## src/rtl/count_hex_uart_pkg.sv

```systemverilog
// Shared types and helpers for the count-to-hex UART observer.
package count_hex_uart_pkg;

    typedef enum logic [1:0] {
        IDLE  = 2'd0,
        START = 2'd1,
        DATA  = 2'd2,
        STOP  = 2'd3
    } tx_state_e;

    localparam int FRAME_BITS = 10;

    function automatic logic [7:0] nibble_to_ascii(input logic [3:0] n);
        if (n <= 4'd9) begin
            return 8'h30 + {4'h0, n};
        end
        return 8'h37 + {4'h0, n};
    endfunction

endpackage

```

## src/rtl/count_fifo.sv

```systemverilog
// Small synchronous FIFO; pointers carry a wrap bit to separate full from empty.
module count_fifo #(
    parameter int WIDTH = 4,
    parameter int DEPTH = 4
) (
    input  logic             clk_i,
    input  logic             rst_i,
    input  logic             push_i,
    input  logic             pop_i,
    input  logic [WIDTH-1:0] din_i,
    output logic [WIDTH-1:0] dout_o,
    output logic             full_o,
    output logic             empty_o
);

    localparam int AW = $clog2(DEPTH);

    logic [AW:0]      wr_ptr_q, wr_ptr_d;
    logic [AW:0]      rd_ptr_q, rd_ptr_d;
    logic [WIDTH-1:0] mem_q [DEPTH];

    assign full_o  = (wr_ptr_q[AW] != rd_ptr_q[AW]) && (wr_ptr_q[AW-1:0] == rd_ptr_q[AW-1:0]);
    assign empty_o = (wr_ptr_q == rd_ptr_q);
    assign dout_o  = mem_q[rd_ptr_q[AW-1:0]];

    always_comb begin
        wr_ptr_d = wr_ptr_q;
        rd_ptr_d = rd_ptr_q;
        if (push_i && !full_o) begin
            wr_ptr_d = wr_ptr_q + 1'b1;
        end
        if (pop_i && !empty_o) begin
            rd_ptr_d = rd_ptr_q + 1'b1;
        end
    end

    always_ff @(posedge clk_i or posedge rst_i) begin
        if (rst_i) begin
            wr_ptr_q <= '0;
            rd_ptr_q <= '0;
        end else begin
            wr_ptr_q <= wr_ptr_d;
            rd_ptr_q <= rd_ptr_d;
        end
    end

    // Storage needs no reset: it is only read when the pointers say it is valid.
    always_ff @(posedge clk_i) begin
        if (push_i && !full_o) begin
            mem_q[wr_ptr_q[AW-1:0]] <= din_i;
        end
    end

endmodule

```

## src/rtl/count_hex_uart.sv

```systemverilog
// Samples the upstream 4-bit count periodically and sends each sample as an
// ASCII hex character on an 8N1 UART line.
module count_hex_uart
    import count_hex_uart_pkg::*;
#(
    parameter int CLKS_PER_BIT  = 87,
    parameter int SAMPLE_PERIOD = 10000,
    parameter int FIFO_DEPTH    = 4
) (
    input  logic       wb_clk_i,
    input  logic       wb_rst_i,
    input  logic [3:0] count_i,
    input  logic       enable_i,
    output logic       tx_o,
    output logic       busy_o,
    output logic       overflow_o,
    output logic       tx_oeb_o
);

    localparam int CW = $clog2(CLKS_PER_BIT);
    localparam int TW = $clog2(SAMPLE_PERIOD);
    localparam logic [CW-1:0] BIT_LAST   = CW'(CLKS_PER_BIT - 1);
    localparam logic [TW-1:0] TIMER_LAST = TW'(SAMPLE_PERIOD - 1);

    tx_state_e   state_q, state_d;
    logic [TW-1:0] timer_q, timer_d;
    logic [CW-1:0] clk_cnt_q, clk_cnt_d;
    logic [2:0]  bit_idx_q, bit_idx_d;
    logic [7:0]  shift_q, shift_d;
    logic        tx_q, tx_d;
    logic        busy_q, busy_d;
    logic        ovf_q, ovf_d;

    logic        strobe, push, pop, full, empty, bit_done;
    logic [3:0]  fifo_dout;

    count_fifo #(
        .WIDTH (4),
        .DEPTH (FIFO_DEPTH)
    ) u_fifo (
        .clk_i   (wb_clk_i),
        .rst_i   (wb_rst_i),
        .push_i  (push),
        .pop_i   (pop),
        .din_i   (count_i),
        .dout_o  (fifo_dout),
        .full_o  (full),
        .empty_o (empty)
    );

    // Fullness is judged before any same-cycle pop, so a full queue always drops.
    assign strobe   = enable_i && (timer_q == TIMER_LAST);
    assign push     = strobe && !full;
    assign timer_d  = (!enable_i || strobe) ? '0 : timer_q + 1'b1;
    assign ovf_d    = ovf_q | (strobe & full);
    assign bit_done = (clk_cnt_q == BIT_LAST);

    always_ff @(posedge wb_clk_i or posedge wb_rst_i) begin
        if (wb_rst_i) begin
            state_q   <= IDLE;
            timer_q   <= '0;
            clk_cnt_q <= '0;
            bit_idx_q <= '0;
            shift_q   <= '0;
            tx_q      <= 1'b1;
            busy_q    <= 1'b0;
            ovf_q     <= 1'b0;
        end else begin
            state_q   <= state_d;
            timer_q   <= timer_d;
            clk_cnt_q <= clk_cnt_d;
            bit_idx_q <= bit_idx_d;
            shift_q   <= shift_d;
            tx_q      <= tx_d;
            busy_q    <= busy_d;
            ovf_q     <= ovf_d;
        end
    end

    always_comb begin
        state_d   = state_q;
        clk_cnt_d = '0;
        bit_idx_d = bit_idx_q;
        shift_d   = shift_q;
        case (state_q)
            IDLE: begin
                if (!empty) begin
                    state_d = START;
                    shift_d = nibble_to_ascii(fifo_dout);
                end
            end
            START: begin
                if (bit_done) begin
                    state_d   = DATA;
                    bit_idx_d = 3'd0;
                end else begin
                    clk_cnt_d = clk_cnt_q + 1'b1;
                end
            end
            DATA: begin
                if (bit_done) begin
                    shift_d   = {1'b0, shift_q[7:1]};
                    bit_idx_d = bit_idx_q + 1'b1;
                    if (bit_idx_q == 3'd7) begin
                        state_d = STOP;
                    end
                end else begin
                    clk_cnt_d = clk_cnt_q + 1'b1;
                end
            end
            STOP: begin
                if (bit_done) begin
                    state_d = IDLE;
                end else begin
                    clk_cnt_d = clk_cnt_q + 1'b1;
                end
            end
            default: state_d = IDLE;
        endcase
    end

    // The line level is registered from the next state so tx_o tracks state_q exactly.
    always_comb begin
        pop    = (state_q == IDLE) && !empty;
        busy_d = (state_d != IDLE) || push || !empty;
        case (state_d)
            START:   tx_d = 1'b0;
            DATA:    tx_d = shift_d[0];
            default: tx_d = 1'b1;
        endcase
    end

    assign tx_o       = tx_q;
    assign busy_o     = busy_q;
    assign overflow_o = ovf_q;
    assign tx_oeb_o   = 1'b0;

endmodule

```

## config.mk

```make
export PLATFORM = sky130hd
export DESIGN_NAME = count_hex_uart
export DESIGN_NICKNAME = d
export VERILOG_FILES = /design/src/rtl/count_hex_uart_pkg.sv /design/src/rtl/count_fifo.sv /design/src/rtl/count_hex_uart.sv
export SDC_FILE = /design/constraint.sdc
export NUM_CORES = 1
export LEC_CHECK = 0
export ABC_AREA = 1
export BUFFER_PORTS_ARGS = -buffer_cell sky130_fd_sc_hd__buf_2
export CAP_MARGIN = 20
export CORE_UTILIZATION = 52
export DETAILED_ROUTE_END_ITERATION = 10
export HOLD_SLACK_MARGIN = 0.03
export PLACE_DENSITY = 0.69
export SLEW_MARGIN = 20
export SYNTH_ARGS = -nofsm -noshare
export SYNTH_HDL_FRONTEND = slang
export SYNTH_SLANG_ARGS = --single-unit
```

## constraint.sdc

```tcl
create_clock -name wb_clk_i -period 3.22 [get_ports wb_clk_i]
set_input_delay 0.483 -clock wb_clk_i [delete_from_list [all_inputs] [get_ports wb_clk_i]]
set_output_delay 0.483 -clock wb_clk_i [all_outputs]
set_load 0.03 [all_outputs]
```

==> results by group <==
Status
  – Status: complete, no violations

STA
  – Final Hold Viols: 0
  – Worst hold slack: 0.3124 ns
  – Clk_skew: approximately 0.0087 ns
  – Final min period: 2.153 ns
  – PnR worst setup slack: approximately 1.1 ns
  – Final setup vio count: 0
  – Worst slew margin: approximately 42%
  – RSZ-0062 raised after global routing: no
  – Final Cycle Share: between 60% and 70%
  – Achievable frequency: 464.5 MHz
  – Slew @ Worst Pin: just under 0.9 ns
  – Final setup TNS: 0 ns
  – Final Max Slew Viols: 0

Clock network
  – Hold Buf Count CTS: 0
  – CTS Buffer Depth: 2
  – TritonCTS clock tree: done
  – Number of setup buffers added after CTS: 0
  – TritonCTS buffer count: 9
  – Clk_lat worst skew: approximately 0.34 ns
  – CTS clock-pin slew for the worst setup and hold paths: around 0.070 ns
  – H-tree level count: 3
  – Total clock sinks: 58
  – CTS Root Cell: clkbuf_8
  – Post_cts resized: 0

Cells and area
  – Multi-input logic area: approximately 0.0011 mm²
  – Antenna cells: 0
  – Share of layout cells above drive strength 1: between 10% and 20%
  – Reg area: between 0.0015 and 0.002 mm²
  – Final #Nets: roughly 330
  – Fillers: ~440
  – Synthesis-to-finish area growth: 11.32%

Worst setup path
  – CP Class: reg -> reg
  – CP endpoint kind: flop
  – Startpoint Class: flop
  – Crit path max fanout: 11
  – Crit path required time: ~3.5 ns
  – Worst Path Arrival: ~2.4 ns

Die
  – FP Rows: 26
  – Core ar.: 0.005140 mm²
  – Die ar.: 0.005697 mm²
  – Num ports: 11
  – Initial Util: a little over half
  – Die height: ~75 µm
  – Die width: 75.48 µm

Pwr
  – Switch share: between 20 and 25%
  – Sw power: approximately 0.31 mW
  – Clock network power share: 44.6%
  – Internal power: 1.117 mW
  – Comb power frac: ~2%
  – IR drop worst, VDD: 304.3 µV
  – Seq pwr share: around 53%
  – Leak pwr: around 1.4 nW
  – Pwr dens: around 460 mW/mm²

Route
  – WL per Instance: approximately 12 µm
  – Post-route antenna net violation count: 0
  – Drt pass-1 iters: 4
  – Vias/cell: 5.005
  – DRC Markers: 0
  – DR iter-0 viols: about 110
  – Total wire length: about 4700 µm
  – Vias: slightly below 2000

Synth
  – Syn Inst Count: roughly 290
  – Synth area leaders: dfrtp_1 (37%), edfxtp_1 (17%), nand2_1 (9.4%)
  – Post-Syn Area: between 0.002 and 0.003 mm²
  – Area leader, netlist: dfrtp_1
  – Yosys cell types: 39
  – Net Count, Synth: between 300 and 400
  – Synth Warn #: 0
  – Syn Area/Cell: 9.715 µm²
  – Yosys top cell area share: between 30% and 40%
  – Register area share after synthesis: between 50% and 60%
  – Synth Register Bits: slightly below 60

GRT
  – Initial antenna violation count: 0
  – Number of global-route vias before repair: roughly 1900
  – Global route total overflow: 0
  – Total GRT Usage: 20.03%
  – First-pass GRT wire length: roughly 8200 µm
  – Pin count of the biggest net entering global routing: 24

Place
  – Post-DP HPWL: about 3400 µm
  – IO Port Bufs: 9
  – GPL Wtd Cong: around 0.83
  – DP Worst Slack: about 1.1 ns

Flow run
  – Max cap viols: 0

Hold path
  – Hold Path Class: in -> async
cell type report:
type                    instances  area share, %
clock buffers                  10          4.083
multi-input cells             199          36.51
inverters                      30          3.803
clock inverters                 6          1.841
repair buffers                 11          1.922
flip-flops and latches         58          49.04
well taps                      70          2.802
metrics by stage:
stage / instances / area [µm²] / util, % / power, mW
floorplan: 289 / 2808 / - / 0.7935
CTS: 384 / 3126 / 60.81 / 1.439
detailed placement: 368 / 2940 / 57.21 / 0.8062
finish: 384 / 3126 / 60.81 / 1.427
global route: 384 / 3126 / 60.81 / 1.474
global placement: 368 / 2940 / 57.21 / 0.8054
sequential cells by signal, indices dropped and copies added, names as in the netlist:
register and flops:
bit_idx_q 3, busy_o 1, clk_cnt_q 7, overflow_o 1, shift_q 7, state_q 2, timer_q 14, tx_o 1
u_fifo.mem_q 16, u_fifo.rd_ptr_q 3, u_fifo.wr_ptr_q 3
power groups by stage:
stage / registers (mW) / clock network, mW / logic, mW
floorplan: 0.776 / 0 / 0.0172
global placement: 0.776 / 0 / 0.0289
detailed placement: 0.777 / 0 / 0.0296
CTS: 0.762 / 0.648 / 0.0294
global route: 0.762 / 0.678 / 0.0342
finish: 0.762 / 0.637 / 0.0280
path summary, 6_finish.rpt:
| check | startpoint | end | slack, ns | depth (start not counted) |
|---|---|---|---|---|
| min reg2reg | overflow_o | overflow_o | 0.48 | 1 |
| min in group wb_clk_i | count_i[1] | u_fifo.mem_q[1][1] | 0.36 | 1 |
| max in group asynchronous | wb_rst_i | overflow_o | 2.23 | 3 |
| max | u_fifo.rd_ptr_q[0] | tx_o | 1.07 | 15 |
| min | wb_rst_i | timer_q[8] | 0.31 | 2 |
| max reg2reg | u_fifo.rd_ptr_q[0] | tx_o | 1.07 | 15 |
cells in the mapped netlist (all sizes together):
cell and instances:
nand2 74, dfrtp 41, nor2 31, inv 29, nand3 25, edfxtp 16
ha 12, a21oi 8, o21ai 8, xor2 8, nand4 6, nor3 6
xnor2 5, nand3b 3, a22o 2, and3 2, buf 2, nor3b 2
a22oi 1, a31oi 1, clkinv 1, conb 1, dfstp 1, nor4 1
o211ai 1, o21bai 1, or2 1
layer usage:
metal | up-vias | GRT usage [%] | part of all wire (%)
met2 | 33 | 30.16 | 46
met5 | - | 0 | 0
met3 | 7 | 5.952 | 3.7
li1 | 988 | - | -
met4 | 0 | 9.053 | 1.7
met1 | 894 | 26.91 | 49
cell usage in the layout (no fill, tap or decap), types with 3 or more instances in the layout:
cell and instances:
nand2_1 70, dfrtp_1 41, inv_1 25, nor2_1 25, nand3_1 22, edfxtp_1 16
ha_1 12, clkbuf_8 9, buf_2 9, xor2_1 8, a21oi_1 8, o21ai_0 8
nand4_1 5, nor3_1 5, xnor2_1 4, nor2_2 4, nand2_2 3
critical path, cell delays in order (launching register included):
cell and delay (ns):
dfrtp_1 0.59, inv_4 0.10, nand2_1 0.08, nand3_1 0.06
nand2_1 0.14, inv_1 0.08, ha_1 0.18, or2_2 0.29
nand2_1 0.12, nand2_2 0.08, nand2_1 0.07, nand3_1 0.07
nand2_1 0.07, nand2_1 0.06, nand2_1 0.06, nand2_1 0.04
logic make-up after synthesis:
family	count (synthesis)	share of synthesized area, %
XOR/XNOR	13	4.323
adder cells (fa/ha/maj)	12	5.347
buffers and inverters	32	4.768
other	1	0.1336
flip-flops	58	54.59
AND/OR/NAND/NOR	151	26.34
AO/OA/AOI/OAI	22	4.502
No activity file was read; power rests on OpenSTA's default activity.
